===== src/rtl/fifo_pkt_tx.sv =====
// Framed byte transmitter: drains 33-bit FIFO words ({eop, payload}) and emits a start-of-frame
// byte per packet followed by each payload word little-endian on an 8-bit valid/ready link.
module fifo_pkt_tx #(
  parameter logic [7:0]  SOF_BYTE = 8'h7E,
  parameter int unsigned CNT_W    = 16
) (
  input  logic             clk,
  input  logic             nrst,
  input  logic             upstr_d_valid,
  input  logic [32:0]      upstr_data,
  output logic             upstr_d_ready,
  output logic             downstr_d_valid,
  output logic [7:0]       downstr_data,
  output logic             downstr_last,
  input  logic             downstr_d_ready,
  output logic [CNT_W-1:0] pkt_cnt
);

  typedef enum logic [1:0] {StIdle, StSof, StBytes, StWait} state_e;

  state_e           state_q, state_d;
  logic [32:0]      word_q, word_d;
  logic [1:0]       idx_q, idx_d;
  logic [CNT_W-1:0] cnt_q, cnt_d;
  logic             word_acc, byte_acc;

  assign pkt_cnt = cnt_q;

  // Outputs depend only on registers, except ready on the final byte of a non-last word.
  always_comb begin
    upstr_d_ready   = 1'b0;
    downstr_d_valid = 1'b0;
    downstr_data    = 8'h00;
    downstr_last    = 1'b0;
    unique case (state_q)
      StIdle, StWait: upstr_d_ready = 1'b1;
      StSof: begin
        downstr_d_valid = 1'b1;
        downstr_data    = SOF_BYTE;
      end
      StBytes: begin
        downstr_d_valid = 1'b1;
        unique case (idx_q)
          2'd0: downstr_data = word_q[7:0];
          2'd1: downstr_data = word_q[15:8];
          2'd2: downstr_data = word_q[23:16];
          2'd3: downstr_data = word_q[31:24];
          default: downstr_data = 8'h00;
        endcase
        if (idx_q == 2'd3) begin
          downstr_last  = word_q[32];
          upstr_d_ready = downstr_d_ready & ~word_q[32];
        end
      end
      default: ;
    endcase
  end

  assign word_acc = upstr_d_valid & upstr_d_ready;
  assign byte_acc = downstr_d_valid & downstr_d_ready;

  always_comb begin
    state_d = state_q;
    word_d  = word_q;
    idx_d   = idx_q;
    cnt_d   = cnt_q;
    unique case (state_q)
      StIdle: begin
        if (word_acc) begin
          word_d  = upstr_data;
          state_d = StSof;
        end
      end
      StSof: begin
        if (byte_acc) begin
          idx_d   = 2'd0;
          state_d = StBytes;
        end
      end
      StBytes: begin
        if (byte_acc) begin
          if (idx_q != 2'd3) begin
            idx_d = idx_q + 2'd1;
          end else if (word_q[32]) begin
            cnt_d   = cnt_q + CNT_W'(1);
            state_d = StIdle;
          end else if (word_acc) begin
            // Next word of the same packet arrived in time: continue without a bubble.
            word_d = upstr_data;
            idx_d  = 2'd0;
          end else begin
            state_d = StWait;
          end
        end
      end
      StWait: begin
        if (word_acc) begin
          word_d  = upstr_data;
          idx_d   = 2'd0;
          state_d = StBytes;
        end
      end
      default: state_d = StIdle;
    endcase
  end

  always_ff @(posedge clk or negedge nrst) begin
    if (!nrst) begin
      state_q <= StIdle;
      word_q  <= '0;
      idx_q   <= '0;
      cnt_q   <= '0;
    end else begin
      state_q <= state_d;
      word_q  <= word_d;
      idx_q   <= idx_d;
      cnt_q   <= cnt_d;
    end
  end

endmodule


===== config.mk =====
export PLATFORM = sky130hd
export DESIGN_NAME = fifo_pkt_tx
export DESIGN_NICKNAME = d
export VERILOG_FILES = /design/src/rtl/fifo_pkt_tx.sv
export SDC_FILE = /design/constraint.sdc
export NUM_CORES = 1
export LEC_CHECK = 0
export CAP_MARGIN = 20
export CORE_ASPECT_RATIO = 0.8
export CORE_MARGIN = 2
export CORE_UTILIZATION = 25
export DETAILED_ROUTE_END_ITERATION = 8
export SETUP_SLACK_MARGIN = 0.15
export SYNTH_ARGS = -nofsm -noshare
export SYNTH_HDL_FRONTEND = slang
export SYNTH_SLANG_ARGS = --single-unit

===== constraint.sdc =====
create_clock -name clk -period 2.8 [get_ports clk]
set_input_delay 0.7 -clock clk [delete_from_list [all_inputs] [get_ports clk]]
set_output_delay 0.7 -clock clk [all_outputs]
set_load 0.02 [all_outputs]

==> reports/metrics.cfg <==
[run_status]
status=finished, final reports clean

[clock_network]
h-tree-depth=2
cts_made_buffers=5
hold_buffers=0
cts.sinks=53
clk_pin_slew_ns=0.07
root_buffer=clkbuf_16
cts_buffer_depth=2
clkLatencyLatePin_ns=0.29
cts_tree=yes

[detailed_routing]
wl_per_cell_um=14.5
drt-total-wl_um=6390
vias_per_cell=4.49
drtIter0Drc=72
dr.pass1.iters=5
via_count=1985
drc_errors=0
ant_nets=0

[die]
row_count=34
fp.dieArea_um2=12000
die_h_um=98.3
fp.dieW_um=122
initial_core_util_pct=25.6
core_um2=10800
io_pins=64

[timing]
finalHoldViolations=0
maxSlewHeadroom_pct=58.3
setup-violations-final=0
final.setup_skew_ns=0.00632
worst_pin_slew_ns=0.626
drv_slew=0
finalCriticalPeriod_ns=2.56
rsz0062_at_grt=yes
fin_setup_tns_ns=0
whs_ns=0.423
period_share_pct=91.6
clock.fmax_ghz=0.390

[critical_path]
worstPathArrival_ns=1.86
cp-end-kind=output pin
critical-path-top-delay-family=buffers and inverters
setup.worst_path.start_class=flop
cp_max_fo=11
slowest_delay_ns=0.42
worst_r2r_endpoint=word_q[21]$_DFFE_PN0P_
crit_buf_inv=3
cp_slowest_cell=dfrtp_1
reg2reg_depth=6
reg2reg_from=state_q[0]$_DFFE_PN0P_
crit_chain=inv_1 -> ha_1 -> buf_4 -> and3_1 -> clkdlybuf4s15_1
rrSetupSlack_ns=0.37
cp.required_ns=2.10
crit_type=reg2out

[synthesis]
syn_nets=274
syn_area_um2=2780
yosysSeqAreaShare_pct=47.7
postSynthCellCount=226
synth.distinct_cells=39
syn_avg_cell_area_um2=12.3
yosysWarnings=0
ys_ff_latch=53

[job]
drv_cap=0

[finish]
mostFrequentLayoutCells=51 x clkdlybuf4s50_1, 51 x dfrtp_1, 30 x mux2_4, 18 x nor2_1, 12 x xnor2_1
antenna-diode-count=0
fin_nets=345
regArea_um2=1330
drive_above_1_share_pct=25.2
syn_to_final_growth_pct=34.4
multiInputGateArea_um2=1380
utilization_pct=34.4
stdcell_area_um2=3730
fillers=1090

[placed_design]
postPlaceCellArea_um2=3560
gp_congestion=0.817
hpwl_um=4730
io_buffer_count=63

[global_route]
antenna_found_initial=0
grt_usage_pct=11.2
grt_pass1_vias=2114
grt-ovfl-total=0
grt_pass1_wl_um=10800
grt_max_degree=33

[power]
powerDensity_nw_per_um2=1010
p_leak_nw=1.67
peakVddDrop_mv=0.342
power_w=0.00377

[hold_path]
hp-class=in2async

-- cells in the mapped netlist (all sizes together) --
cell    instances  area, um^2
clkbuf          4        15.0
and2b           1        8.76
nor2           18        67.6
or3b            1        11.3
or2             1        6.26
o211a           1        10.0
o211ai          1        7.51
dfrtp          53        1330
nand3           7        35.0
and3            3        18.8
a31oi           1        6.26
o221ai          1        8.76
nor3            3        15.0
a222oi          8        80.1
a21oi          10        50.1
a21o            1        7.51
or2b            1        7.51
nor2b           2        12.5
nand2          11        41.3
xnor2          12         105
nand4b          1        8.76
ha             11         138
mux2           34         495
buf             5        68.8
o21ai           9        45.0
inv             8        30.0
a32oi           1        8.76
a22oi           1        7.51
nor4            4        31.3
a221o           2        21.3
nand4           5        31.3
o22a            2        26.3
xor2            3        26.3
-- registers in the layout, indices dropped and copies added, names as in the netlist --
register / count
idx_q: 2
word_q: 33
state_q: 2
pkt_cnt: 16
-- per-stage QoR --
stage	instances	setup slack [ns]
after floorplan	226	0.400
after global placement	432	-0.119
after detailed placement	432	-0.116
after CTS	442	0.0731
after global routing	442	0.106
final	442	0.236
-- power by group --
part           switching (W)  internal (W)
Sequential          0.000208       0.00106
Combinational       0.000882       0.00101
Clock               0.000286      0.000329
Total                0.00138       0.00239
-- repair_timing --
item	in CTS	in global routing
pin swaps	1	8
resized for setup	32	21
buffers inserted	2	0
endpoints found under the setup margin	10	11
-- area by class of cell --
cell class / instances / share of cell area, %
multi-input cells: 156 / 36.9
clock inverters: 3 / 0.469
clock buffers: 5 / 3.35
flip-flops and latches: 53 / 35.6
repair buffers: 73 / 18.0
inverters: 8 / 0.804
well taps: 144 / 4.83
-- cell families (layout without fill, tap and decap cells) --
kind of cell    Yosys count  in the layout  share of synthesized area, %
simple gates             58             58                          10.6
flops                    53             53                          47.7
compound gates           38             38                          10.0
mux                      34             34                          17.8
buf+inv                  17             89                          4.10
xor+xnor                 15             15                          4.73
fa+ha+maj                11             11                          4.95
-- how the worst max path moves through the flow --
stage	startpoint	endpoint	slack, ns	depth (start not counted)
5_1_grt	idx_q[0]$_DFFE_PN0P_	downstr_data[2]	0.11	7
6_report	state_q[0]$_DFFE_PN0P_	downstr_last	0.24	5
3_3_place_gp	downstr_d_ready	upstr_d_ready	-0.12	4
4_1_cts	idx_q[0]$_DFFE_PN0P_	downstr_data[5]	0.07	7
2_1_floorplan	idx_q[1]$_DFFE_PN0P_	downstr_data[1]	0.40	6
3_5_place_dp	downstr_d_ready	upstr_d_ready	-0.12	4
-- metal layers --
metal  track usage [%]  share of wire (%)  vias up
met2              17.7                 46       36
met4              2.74               0.67        0
met3              1.46                2.8        4
met5                 0                  0        -
met1              16.2                 50      987
li1                  -                  -      958
No activity file was read; power rests on OpenSTA's default activity.
